### src/rtl/prime_job_scheduler_pkg.sv
// Shared constants for the prime job scheduler: bus map, FSM encoding,
// status/control bit positions.
package prime_sched_pkg;

   localparam logic [15:0] A_ARG  = 16'h0288;
   localparam logic [15:0] A_RES  = 16'h0298;
   localparam logic [15:0] A_STAT = 16'h02A0;
   localparam logic [15:0] A_CTRL = 16'h02A8;

   typedef enum logic [1:0] {
      S_IDLE  = 2'b00,
      S_START = 2'b01,
      S_WAIT  = 2'b11,
      S_STORE = 2'b10
   } sched_state_t;

   localparam int ST_STATE     = 0;
   localparam int ST_BUSY      = 2;
   localparam int ST_JOB_EMPTY = 3;
   localparam int ST_JOB_FULL  = 4;
   localparam int ST_RES_EMPTY = 5;
   localparam int ST_RES_FULL  = 6;
   localparam int ST_ERR       = 7;

   localparam int CTRL_CLR_ERR = 0;
   localparam int CTRL_FLUSH   = 1;

endpackage

### src/rtl/prime_job_scheduler_fifo.sv
// Synchronous FIFO with flush; full/empty derived from an extra-bit count.
module sync_fifo #(
   parameter int unsigned WIDTH = 8,
   parameter int unsigned DEPTH = 4
) (
   input  logic                     clk,
   input  logic                     n_reset,
   input  logic                     push,
   input  logic                     pop,
   input  logic                     flush,
   input  logic [WIDTH-1:0]         din,
   output logic [WIDTH-1:0]         head,
   output logic                     full,
   output logic                     empty,
   output logic [$clog2(DEPTH):0]   count
);

   localparam int unsigned PW = $clog2(DEPTH);

   logic [WIDTH-1:0] mem [DEPTH];
   logic [PW-1:0]    wr_ptr;
   logic [PW-1:0]    rd_ptr;
   logic             do_push;
   logic             do_pop;

   assign full    = (count == (PW+1)'(DEPTH));
   assign empty   = (count == '0);
   assign do_push = push & ~full;
   assign do_pop  = pop & ~empty;
   assign head    = mem[rd_ptr];

   always_ff @(posedge clk) begin
      if (!n_reset || flush) begin
         wr_ptr <= '0;
         rd_ptr <= '0;
         count  <= '0;
      end else begin
         if (do_push) wr_ptr <= wr_ptr + PW'(1);
         if (do_pop)  rd_ptr <= rd_ptr + PW'(1);
         case ({do_push, do_pop})
            2'b10:   count <= count + (PW+1)'(1);
            2'b01:   count <= count - (PW+1)'(1);
            default: count <= count;
         endcase
      end
   end

   always_ff @(posedge clk) begin
      if (do_push && !flush) mem[wr_ptr] <= din;
   end

endmodule

### src/rtl/prime_job_scheduler.sv
// Bus-attached scheduler feeding prime indices to the n-th-prime engine one at
// a time, queueing results and pulsing irq per stored result.
module prime_job_scheduler
   import prime_sched_pkg::*;
#(
   parameter int unsigned DEPTH   = 4,
   parameter int unsigned AW      = 10,
   parameter int unsigned RW      = 32,
   parameter int unsigned TIMEOUT = 65535
) (
   input  logic          clk,
   input  logic          n_reset,
   input  logic [15:0]   saddress,
   input  logic          srd,
   input  logic          swr,
   input  logic [31:0]   sdata_in,
   output logic [31:0]   sdata_out,
   output logic [AW-1:0] eng_arg,
   output logic          eng_start,
   input  logic          eng_done,
   input  logic [RW-1:0] eng_result,
   output logic          irq
);

   localparam int unsigned WDW = $clog2(TIMEOUT + 1);
   localparam logic [WDW-1:0] WD_LAST = WDW'(TIMEOUT - 1);
   localparam int unsigned CW = $clog2(DEPTH) + 1;

   sched_state_t   state;
   logic           srd_q, srd_p, swr_q, swr_p;
   logic           rd_ev, wr_ev;
   logic           wr_arg, wr_ctrl, rd_res;
   logic           flush, clr_err, arg_bad;
   logic           job_push, job_pop, res_push, res_pop;
   logic           job_full, job_empty, res_full, res_empty;
   logic [AW-1:0]  job_head, last_arg;
   logic [RW-1:0]  res_head, result;
   logic [CW-1:0]  job_count, res_count;
   logic [WDW-1:0] wd;
   logic           err, drop_q, drop_now;
   logic [7:0]     status;
   logic           unused_bits;

   assign rd_ev    = srd_q & ~srd_p;
   assign wr_ev    = swr_q & ~swr_p;
   assign wr_arg   = wr_ev && (saddress == A_ARG);
   assign wr_ctrl  = wr_ev && (saddress == A_CTRL);
   assign rd_res   = rd_ev && (saddress == A_RES);
   assign flush    = wr_ctrl & sdata_in[CTRL_FLUSH];
   assign clr_err  = wr_ctrl & sdata_in[CTRL_CLR_ERR];
   assign arg_bad  = wr_arg && ((sdata_in[AW-1:0] == '0) || job_full);
   assign job_push = wr_arg && !arg_bad;
   assign job_pop  = (state == S_IDLE) && !job_empty && !res_full && !flush;
   assign res_pop  = rd_res && !res_empty;
   // A flush while a job is in flight marks its result for discard at STORE.
   assign drop_now = drop_q | flush;
   assign res_push = (state == S_STORE) && !drop_now;
   assign unused_bits = ^{sdata_in, job_count, res_count};

   always_comb begin
      status                   = '0;
      status[ST_STATE +: 2]    = state;
      status[ST_BUSY]          = (state != S_IDLE);
      status[ST_JOB_EMPTY]     = job_empty;
      status[ST_JOB_FULL]      = job_full;
      status[ST_RES_EMPTY]     = res_empty;
      status[ST_RES_FULL]      = res_full;
      status[ST_ERR]           = err;
   end

   sync_fifo #(.WIDTH(AW), .DEPTH(DEPTH)) u_job_fifo (
      .clk(clk), .n_reset(n_reset), .push(job_push), .pop(job_pop), .flush(flush),
      .din(sdata_in[AW-1:0]), .head(job_head), .full(job_full), .empty(job_empty),
      .count(job_count)
   );

   sync_fifo #(.WIDTH(RW), .DEPTH(DEPTH)) u_res_fifo (
      .clk(clk), .n_reset(n_reset), .push(res_push), .pop(res_pop), .flush(flush),
      .din(result), .head(res_head), .full(res_full), .empty(res_empty),
      .count(res_count)
   );

   always_ff @(posedge clk) begin
      if (!n_reset) begin
         state     <= S_IDLE;
         srd_q     <= 1'b0;
         srd_p     <= 1'b0;
         swr_q     <= 1'b0;
         swr_p     <= 1'b0;
         sdata_out <= '0;
         eng_arg   <= '0;
         eng_start <= 1'b0;
         irq       <= 1'b0;
         err       <= 1'b0;
         drop_q    <= 1'b0;
         last_arg  <= '0;
         result    <= '0;
         wd        <= '0;
      end else begin
         srd_q     <= srd;
         srd_p     <= srd_q;
         swr_q     <= swr;
         swr_p     <= swr_q;
         eng_start <= 1'b0;
         irq       <= 1'b0;
         if (job_push) last_arg <= sdata_in[AW-1:0];
         if (clr_err)  err <= 1'b0;
         if (arg_bad)  err <= 1'b1;
         if (flush && state != S_IDLE) drop_q <= 1'b1;

         case (state)
            S_IDLE: begin
               drop_q <= 1'b0;
               if (job_pop) begin
                  eng_arg   <= job_head;
                  eng_start <= 1'b1;
                  state     <= S_START;
               end
            end
            S_START: begin
               wd    <= '0;
               state <= S_WAIT;
            end
            S_WAIT: begin
               if (eng_done) begin
                  result <= eng_result;
                  state  <= S_STORE;
               end else if (wd == WD_LAST) begin
                  result <= '1;
                  err    <= 1'b1;
                  state  <= S_STORE;
               end else begin
                  wd <= wd + WDW'(1);
               end
            end
            default: begin
               irq   <= !drop_now;
               state <= S_IDLE;
            end
         endcase

         if (rd_ev) begin
            case (saddress)
               A_ARG:   sdata_out <= 32'(last_arg);
               A_RES:   sdata_out <= res_empty ? '0 : 32'(res_head);
               A_STAT:  sdata_out <= 32'(status);
               default: sdata_out <= '0;
            endcase
         end
      end
   end

endmodule

### config.mk
export PLATFORM = sky130hd
export DESIGN_NAME = prime_job_scheduler
export DESIGN_NICKNAME = d
export VERILOG_FILES = /design/src/rtl/prime_job_scheduler_pkg.sv /design/src/rtl/prime_job_scheduler_fifo.sv /design/src/rtl/prime_job_scheduler.sv
export SDC_FILE = /design/constraint.sdc
export NUM_CORES = 1
export LEC_CHECK = 0
export ABC_AREA = 1
export CAP_MARGIN = 5
export CORE_ASPECT_RATIO = 1.2
export CORE_UTILIZATION = 56
export CTS_CLUSTER_SIZE = 24
export DETAILED_ROUTE_END_ITERATION = 16
export HOLD_SLACK_MARGIN = 0.05
export PLACE_DENSITY_LB_ADDON = 0.08
export SYNTH_ARGS = -nofsm -noshare
export SYNTH_HDL_FRONTEND = slang
export SYNTH_SLANG_ARGS = --single-unit
### constraint.sdc
create_clock -name clk -period 3.91 [get_ports clk]
set_input_delay 0.782 -clock clk [delete_from_list [all_inputs] [get_ports clk]]
set_output_delay 0.782 -clock clk [all_outputs]
set_load 0.05 [all_outputs]
Word-level counts from Yosys, hierarchy flattened
Memories as Yosys holds them, arrays and structs flattened. A register that Yosys moved wholly into a read port is not among the register bits.
Cells that the tools add are included.

word-level totals
  register bits = 114
  memory bits (writable) = 168
  input bits = 85
  output and inout port bits = 44
  word-level logic and storage cells = 128
  memories kept = 2

cells by class
  add/subtract/negate cells = 9
  equal/unequal tests = 18
  muxes and demuxes = 25
  bitwise operators = 16
  reduce and logical (&&, ||, !) cells = 39

memory list
  memory          depth  width  rd ports  clocked after memory_dff  wr ports  RTL line                        RTL
  u_res_fifo.mem  4      32     1         1                         1         prime_job_scheduler_fifo.sv:20  logic [WIDTH-1:0] mem [DEPTH];
  u_job_fifo.mem  4      10     1         1                         1         prime_job_scheduler_fifo.sv:20

operators by type and width
  operator                 number
  $mux W32                 3
  $pmux W32 S3             1
  $eq A16 B10 Y1 const B   4
  $mux W16                 2
  $pmux W16 S2             1
  $add A16 B1 Y16 const B  1
  $eq A16 B16 Y1 const B   1
  $logic_and A1 B1 Y1      13
  $pmux W3 S2              2
  $logic_not A10 Y1        1
  $mux W1                  10
  $mux W2                  5
  $reduce_bool A2 Y1       5
  $add A2 B1 Y2 const B    4
  $and A1 B1 Y1            8
  $eq A2 B2 Y1 const B     4
  $logic_not A1 Y1         8
  $reduce_and A2 Y1        4
  $not A1 Y1               7
  $add A3 B1 Y3 const B    2
  $eq A2 B1 Y1 const B     3
  $eq A3 B3 Y1 const B     2
  $logic_not A3 Y1         2
  $pmux W2 S3              1
  other kinds (10)         13

Longest topological paths before layout
Gate-level depths: netlist of the first run.

  depth in word-level cells = 11
  depth in mapped cells = 16

By module
From an unflattened synthesis of the first run, not the netlist that was laid out.

unflattened totals
  cell total of the unflattened synthesis = 1258
  area, all modules = 12234.2 sq um

by module, submodules not included
  module                   instances  cells an instance  area each (sq um)  seq. area each (sq um)
  sync_fifo at u_res_fifo  1          382                5281.3             4023.9
  prime_job_scheduler      1          706                4937.2             2202.1
  sync_fifo at u_job_fifo  1          170                2015.7             1381.3

Worst setup path after synthesis of the first run
OpenSTA, ideal clock, no wires.

  kind = in2reg
  start point = in saddress[5]
  end point = mem u_res_fifo.mem[0][0] (netlist bit), enable pin
  library setup time = 421 ps
  arrival = 2804 ps
  path slack = 685 ps
  cell stages on the path = 7
  path through = inv_1 nor2_1 nand2_1 nor2_1 nand4_1 nand4_1 nor2_1

on the way
  longest elaborated chain between the ends = 10

RTL lines
  element                            RTL line                        RTL
  start: declaration                 prime_job_scheduler.sv:13       input logic [15:0] saddress,
  $eq A16 B10 Y1 (*)                 prime_job_scheduler.sv:47       assign wr_ctrl = wr_ev && (saddress == A_CTRL);
  $logic_and A1 B1 Y1 (*)            prime_job_scheduler.sv:47
  $and A1 B1 Y1 (*)                  prime_job_scheduler.sv:49       assign flush = wr_ctrl & sdata_in[CTRL_FLUSH];
  $or A1 B1 Y1                       prime_job_scheduler.sv:56       assign drop_now = drop_q | flush;
  $logic_not A1 Y1                   prime_job_scheduler.sv:57       assign res_push = (state == S_STORE) && !drop_now;
  $logic_and A1 B1 Y1                prime_job_scheduler.sv:57
  $and A1 B1 Y1                      prime_job_scheduler_fifo.sv:28  assign do_push = push & ~full;
  $logic_and A1 B1 Y1 (*)            prime_job_scheduler_fifo.sv:49  if (do_push && !flush) mem[wr_ptr] <= din;
  $mux W1 (*)                        prime_job_scheduler_fifo.sv:49
  $mux W1 (implied by the code) (*)  prime_job_scheduler_fifo.sv:49
  end: declaration                   prime_job_scheduler_fifo.sv:20

Every way passes the cells marked *; elsewhere a longest branch is shown, timed or not.

Worst setup path in the final report of the first run
  start point = in saddress[2]
  end point = reg u_job_fifo.count[2]

on the way
  longest elaborated chain between the ends = 8

RTL lines
  element                                               RTL line                                                        RTL
  $eq A16 B10 Y1 (on tied branches)                     prime_job_scheduler.sv:47, prime_job_scheduler.sv:46
  $logic_and A1 B1 Y1 (on tied branches)                prime_job_scheduler.sv:47, prime_job_scheduler.sv:46
  $and A1 B1 Y1 or $logic_and A1 B1 Y1 (tied branches)  prime_job_scheduler.sv:49, prime_job_scheduler.sv:51
  $logic_not A1 Y1 (on tied branches)                   prime_job_scheduler.sv:53, prime_job_scheduler.sv:52
  $logic_and A1 B1 Y1 (on tied branches)                prime_job_scheduler.sv:53, prime_job_scheduler.sv:52
  $and A1 B1 Y1 (on tied branches)                      prime_job_scheduler_fifo.sv:29, prime_job_scheduler_fifo.sv:28
  $eq A2 B1 Y1 or $eq A2 B2 Y1 (tied branches)          prime_job_scheduler_fifo.sv:40                                  case ({do_push, do_pop})
  $pmux W3 S2 or $reduce_bool A2 Y1 (tied branches)     -
  end signal: assignment                                prime_job_scheduler_fifo.sv:41                                  2'b10: count <= count + (PW+1)'(1);
  end signal: assignment                                prime_job_scheduler_fifo.sv:42                                  2'b01: count <= count - (PW+1)'(1);
  end signal: assignment                                prime_job_scheduler_fifo.sv:43                                  default: count <= count;
  end: declaration                                      prime_job_scheduler_fifo.sv:15                                  output logic [$clog2(DEPTH):0] count

Parallel ways exist; a longest one is shown, timed or not.
A chain may end at the register's enable or synchronous reset.

==> results of run 1 <==
-- cell families after synthesis --
logic type               count (synthesis)
AO/OA/AOI/OAI                          254
XOR/XNOR                                12
adder cells (fa/ha/maj)                 14
AND/OR/NAND/NOR                        469
flip-flops                             294
buffers and inverters                  129
-- worst max-delay path, delay by kind of cell --
kind | cells | cell delay [ns]
AO/OA/AOI/OAI | 2 | 0.27
XOR/XNOR | 1 | 0.14
adder cells (fa/ha/maj) | 2 | 0.60
buffers and inverters | 4 | 0.94
AND/OR/NAND/NOR | 5 | 0.57
-- layout make-up --
cell class                      instances  area [um^2]
Inverter                               64        240.2
Clock buffer                           40        832.0
Multi-Input combinational cell        749         3699
Tap cell                              265        331.6
Timing Repair Buffer                  134         1266
Sequential cell                       294         7569
Fill cell                            1549         6405
Clock inverter                         12        126.4
-- placed cells by master (no fill, tap or decap), types with 3 or more instances in the layout --
cell / count
nor3_1: 6
o21ai_1: 3
dfxtp_1: 125
clkinv_2: 5
clkbuf_8: 4
clkdlybuf4s50_1: 105
a21oi_1: 66
inv_1: 58
nand4_1: 31
clkbuf_1: 5
xor2_1: 10
nor2_1: 219
buf_4: 28
ha_1: 12
nand2_1: 144
nor2_4: 3
nand2_2: 8
o21ai_0: 133
inv_2: 4
clkbuf_16: 30
a21oi_2: 6
edfxtp_1: 168
nand3_1: 39
nor2_2: 10
o22ai_1: 42
-- path summary, 6_finish.rpt --
path / startpoint / end / slack, ns / cells past startpoint
min: srd_q / srd_p / 0.44 / 2
max reg2reg: state[1] / u_job_fifo.count[2] / 1.08 / 14
max: saddress[2] / u_job_fifo.count[2] / 1.01 / 14
min reg2reg: srd_q / srd_p / 0.44 / 2
-- metrics by stage --
step,cell area [um^2],setup slack (ns),instances,util
global placement,13110,0.5542,1506,0.6403
CTS,14060,1.030,1558,0.6871
floorplan,11800,0.6849,1172,-
finish,14060,1.006,1558,0.6871
global route,14060,0.7083,1558,0.6871
detailed placement,13110,0.4926,1506,0.6403
-- power by group --
part / switching [mW] / internal [mW] / total [mW]
sequential: 0.000953 / 3.24 / 3.24
clock: 1.14 / 1.62 / 2.76
combinational: 0.0752 / 0.0690 / 0.144
-- metal layers --
layer	share of wire	up-vias
met5	0	-
met4	0.031	0
met3	0.052	63
met2	0.51	258
met1	0.41	4111
li1	-	4218
-- state kept, by name (all words and copies together) (netlist names), named ones only --
| name | count |
|---|---|
| u_job_fifo.count | 3 |
| u_job_fifo.rd_ptr | 2 |
| err | 1 |
| state | 2 |
| result | 32 |
| wd | 16 |
| sdata_out | 32 |
| u_res_fifo.wr_ptr | 2 |
| srd_q | 1 |
| u_job_fifo.mem | 40 |
| u_res_fifo.mem | 128 |
| swr_q | 1 |
| eng_start | 1 |
| swr_p | 1 |
| u_res_fifo.count | 3 |
| srd_p | 1 |
| eng_arg | 10 |
| u_job_fifo.wr_ptr | 2 |
| drop_q | 1 |
| last_arg | 10 |
| irq | 1 |
| u_res_fifo.rd_ptr | 2 |
==> flow_metrics.env, run 1 <==
export IMPL_grt_use_met2=0.4534
export IMPL_vias=8650
export IMPL_max_stage_delay_ns=0.48
export IMPL_rsz0062_at_grt="no"
export IMPL_cp_arrival_ns=3.31
export IMPL_io_buffers=106
export IMPL_peakVddDrop_mv=0.3332
export IMPL_synth_top_family_by_area="simple AND/OR/NAND/NOR gates"
export IMPL_fin_hold_ws_ns=0.4419
export IMPL_numCtsBuffers=28
export IMPL_grt_busiest_layer="met2"
export IMPL_endpoint_kind="register"
export IMPL_post_synth_top_count_cell="nor2_1"
export IMPL_synth_compound_area_frac=0.1159
export IMPL_synthSimpleGateAreaFrac=0.1715
export IMPL_hp_class="reg2reg"
export IMPL_period_share=0.7428
export IMPL_cts_setup_buffers=0
export IMPL_route_detailed_drc=0
export IMPL_drive_gt1_frac=0.08894
export IMPL_setup_violations_final=0
export IMPL_dr_pass1_iters=5
export IMPL_path_max_fanout=11
export IMPL_ys_flop_type="edfxtp_1"
export IMPL_synthMuxAreaShare=0
export IMPL_synth_fa_ha_area_frac=0.01612
export IMPL_drv_cap=0
export IMPL_slew_viol_final=0
export IMPL_grt_use_total=0.2524
export IMPL_viasPerCell=5.552
export IMPL_async_flop_share=0
export IMPL_hold_violations=0
export IMPL_htree_num_levels=1
export IMPL_synth_edf_count=168
export IMPL_gr_total_overflow=0
export IMPL_coreArea_um2=20470
export IMPL_path_class="in2reg"
export IMPL_gp_congestion=0.8553
export IMPL_ioPinCount=129
export IMPL_die_h_um=161.0
export IMPL_final_antenna_net_count=0
export IMPL_yosys_area_top_type="edfxtp_1"
export IMPL_power_mw=6.150
export IMPL_outcome="finished, final reports clean"
export IMPL_cts_resized=0
export IMPL_avgRoutedWirePerCell_um=17.19
export IMPL_synth_cell_types=42
export IMPL_synth_xor_area_frac=0.008907
export IMPL_yosys_warnings=0
export IMPL_syn_inst=1172
export IMPL_grt_pass1_wl_um=42590
export IMPL_wl_um=26780
export IMPL_synth_area_leaders="edfxtp_1 43%, dfxtp_1 21%, nor2_1 7.1%"
export IMPL_holdBufCountCts=0
export IMPL_tns_ns=0
export IMPL_nNetsFinal=1370
export IMPL_synth_top_area_frac=0.4275
export IMPL_synth_area_per_cell_um2=10.07
export IMPL_worst_pin_slew_ns=0.8546
export IMPL_initial_core_util=0.5765
export IMPL_cts_sinks=294
export IMPL_ys_seq_area_frac=0.6413
export IMPL_start_kind="input port"
export IMPL_dp_hpwl_um=15970
export IMPL_antenna_found_initial=0
export IMPL_dieArea_um2=21660
export IMPL_area_growth_pct=19.18
export IMPL_ys_ff_latch=294
export IMPL_fin_worst_skew_ns=0.01530
export IMPL_clock_latency_ns=0.54
export IMPL_slew_limit_headroom=0.4294
export IMPL_grt_util_met1=0.3064
export IMPL_netlist_area_um2=11800
export IMPL_min_period_ns=2.904
export IMPL_cp_common_cell="inv_1"
export IMPL_p_leak_nw=5.016
export IMPL_powerDensity_nw_per_um2=437.3
export IMPL_grt_max_degree=65
export IMPL_clk_pin_slew_ns=0.07
export IMPL_fp_row_count=57
export IMPL_cts_root_buffer="clkbuf_16"
export IMPL_drt_iter0_drc=535
export IMPL_netlist_top_cells_count="224 x nor2_1, 168 x edfxtp_1, 144 x nand2_1"
export IMPL_die_w_um=134.5
export IMPL_cp_required_ns=4.31
export IMPL_synth_nets=1271
export IMPL_path_cells="clkdlybuf4s50_1 > inv_1 > nand3_1 > nor2_1 > nand4_1 > nand2_1 > inv_1 > ha_1 > inv_1 > fa_1 > a21oi_1 > o21ai_0 > xor2_1 > nor2_1"
export IMPL_max_clock_freq_mhz=344.3
export IMPL_grt_pass1_vias=8432
export IMPL_clockBufferDepth=3
export IMPL_globalRouteMet3Util=0.03076
export IMPL_cts_tree="built"
export IMPL_antennaDiodeCount=0
export IMPL_crit_slowest_cell="clkdlybuf4s50_1"
No activity file was read; power rests on OpenSTA's default activity.
==> run 2, diff against run 1 <==
--- a/config.mk
+++ b/config.mk
@@ -8,7 +8,7 @@
 export ABC_AREA = 1
 export CAP_MARGIN = 5
 export CORE_ASPECT_RATIO = 1.2
-export CORE_UTILIZATION = 56
+export CORE_UTILIZATION = 51
 export CTS_CLUSTER_SIZE = 24
 export DETAILED_ROUTE_END_ITERATION = 16
 export HOLD_SLACK_MARGIN = 0.05
==> constraint.sdc (replaced) <==
create_clock -name clk -period 2.4 [get_ports clk]
set_input_delay 0.48 -clock clk [delete_from_list [all_inputs] [get_ports clk]]
set_output_delay 0.48 -clock clk [all_outputs]
set_load 0.05 [all_outputs]
==> flow_metrics.env, run 2 (same netlist as run 1, synthesis figures left out) <==
export IMPL_place_area_um2=13560
export IMPL_peakVddDrop_mv=0.5835
export IMPL_route_detailed_drc=0
export IMPL_grt_max_degree=65
export IMPL_fillers=1840
export IMPL_holdBufCountCts=0
export IMPL_drv_cap=0
export IMPL_antenna_found_initial=0
export IMPL_drt_iter0_drc=549
export IMPL_cp_required_ns=2.90
export IMPL_avgRoutedWirePerCell_um=16.34
export IMPL_grt_use_total=0.2317
export IMPL_io_buffers=106
export IMPL_endpoint_kind="register"
export IMPL_final_antenna_net_count=0
export IMPL_final_area_um2=14760
export IMPL_worst_pin_slew_ns=0.6320
export IMPL_antennaDiodeCount=0
export IMPL_dp_hpwl_um=16830
export IMPL_dieArea_um2=23750
export IMPL_fin_hold_ws_ns=0.2614
export IMPL_period_share=0.9605
export IMPL_ioPinCount=129
export IMPL_min_period_ns=2.305
export IMPL_mostFrequentLayoutCell="nor2_1"
export IMPL_outcome="finished, final reports clean"
export IMPL_area_growth_pct=25.06
export IMPL_drive_gt1_frac=0.1202
export IMPL_path_max_fanout=6
export IMPL_cts_tree="built"
export IMPL_grt_pass1_vias=8361
export IMPL_cts_sinks=294
export IMPL_largest_register_ff_count=128
export IMPL_die_h_um=168.6
export IMPL_clock_latency_ns=0.56
export IMPL_dr_pass1_iters=5
export IMPL_clk_pin_slew_ns=0.06
export IMPL_die_w_um=140.9
export IMPL_coreArea_um2=22600
export IMPL_power_mw=10.87
export IMPL_slew_limit_headroom=0.5787
export IMPL_wl_um=26810
export IMPL_top_register="u_res_fifo.mem"
export IMPL_most_common_layout_cells="217 x nor2_1, 168 x edfxtp_1, 142 x nand2_1"
export IMPL_p_leak_nw=5.322
export IMPL_slew_viol_final=0
export IMPL_clockBufferDepth=3
export IMPL_fin_worst_skew_ns=0.01617
export IMPL_grt_pass1_wl_um=42890
export IMPL_setup_violations_final=0
export IMPL_powerDensity_nw_per_um2=736.6
export IMPL_cts_root_buffer="clkbuf_16"
export IMPL_max_clock_freq_mhz=433.8
export IMPL_hold_violations=0
export IMPL_path_class="in2reg"
export IMPL_hp_class="in2reg"
export IMPL_post_route_util=0.6530
export IMPL_reg_top3="u_res_fifo.mem x128, u_job_fifo.mem x40"
export IMPL_dp_worst_setup_slack_ns=-0.5137
export IMPL_nNetsFinal=1406
export IMPL_htree_num_levels=1
export IMPL_fp_row_count=60
export IMPL_cp_arrival_ns=2.81
export IMPL_initial_core_util=0.5222
export IMPL_numCtsBuffers=30
export IMPL_gr_total_overflow=0
export IMPL_gp_congestion=0.8078
export IMPL_vias=8667
export IMPL_viasPerCell=5.282
export IMPL_start_kind="input port"
export IMPL_timing_final_ws_setup_ns=0.09473
==> run 2: cell count changes in the layout (fill, tap and decap cells not counted), moves of 2 or more <==
| cell | change |
|---|---|
| o21ai_0 | -2 |
| clkbuf_1 | -3 |
| buf_12 | +12 |
| nand2_1 | -2 |
| bufinv_16 | +7 |
| nor2_1 | -2 |
| buf_4 | +22 |
| clkinv_2 | -3 |
| nand2_2 | +2 |
| clkinv_1 | +4 |
==> run 2: worst max-delay path, stage by stage <==
cell and delay [ns]:
clkdlybuf4s50_1 0.45, inv_1 0.04, nor2_1 0.08, nand2_1 0.09, nor2_4 0.16, nand4_1 0.15
nor4_1 0.22, ha_1 0.19, inv_1 0.06, fa_1 0.38, a21oi_1 0.14, o21ai_0 0.11
xor2_1 0.15, nor2_1 0.10
==> run 2: timing repair <==
action | 4_1_cts | 5_1_grt
buffers inserted | 0 | 1
endpoints found under the setup margin | 0 | 3
gates resized for setup | 0 | 11
hold endpoints to repair | 0 | 0
==> run 2: routing by layer <==
metal  track usage  routed length [um]  vias up
li1              -                   -     4293
met1        0.2852               11270     4099
met2        0.4257               13660      232
met3       0.02801                1347       43
met4       0.06664                 537        0
met5             0                   0        -
==> run 2: final timing paths <==
| path | from | cells past startpoint | slack (ns) | end |
|---|---|---|---|---|
| setup / recovery | saddress[9] | 14 | 0.09 | u_res_fifo.count[2] |
| hold / removal | n_reset | 3 | 0.26 | swr_q |
| setup reg to reg | u_job_fifo.count[0] | 12 | 0.28 | u_job_fifo.count[1] |
| hold reg to reg | srd_q | 2 | 0.42 | srd_p |
==> run 2: cell type report <==
| type | count | area, um^2 | share of cell area |
|---|---|---|---|
| Sequential cell | 294 | 7569 | 0.5129 |
| Clock inverter | 20 | 336.6 | 0.02281 |
| Tap cell | 310 | 387.9 | 0.02628 |
| Timing Repair Buffer | 168 | 1672 | 0.1133 |
| Inverter | 64 | 240.2 | 0.01628 |
| Clock buffer | 36 | 824.5 | 0.05588 |
| Multi-Input combinational cell | 749 | 3727 | 0.2526 |
==> run 2: metrics by stage <==
step	instances	setup TNS [ns]
2_1_floorplan	1172	-10.04
5_1_grt	1641	-0.01127
3_3_place_gp	1584	-5.380
3_5_place_dp	1584	-9.170
6_report	1641	0
4_1_cts	1640	0
==> run 2: power by group <==
part           internal [mW]  switching, mW  total (mW)
Combinational          0.131          0.127       0.258
Clock                   3.41           1.92        5.33
Sequential              5.28        0.00155        5.28
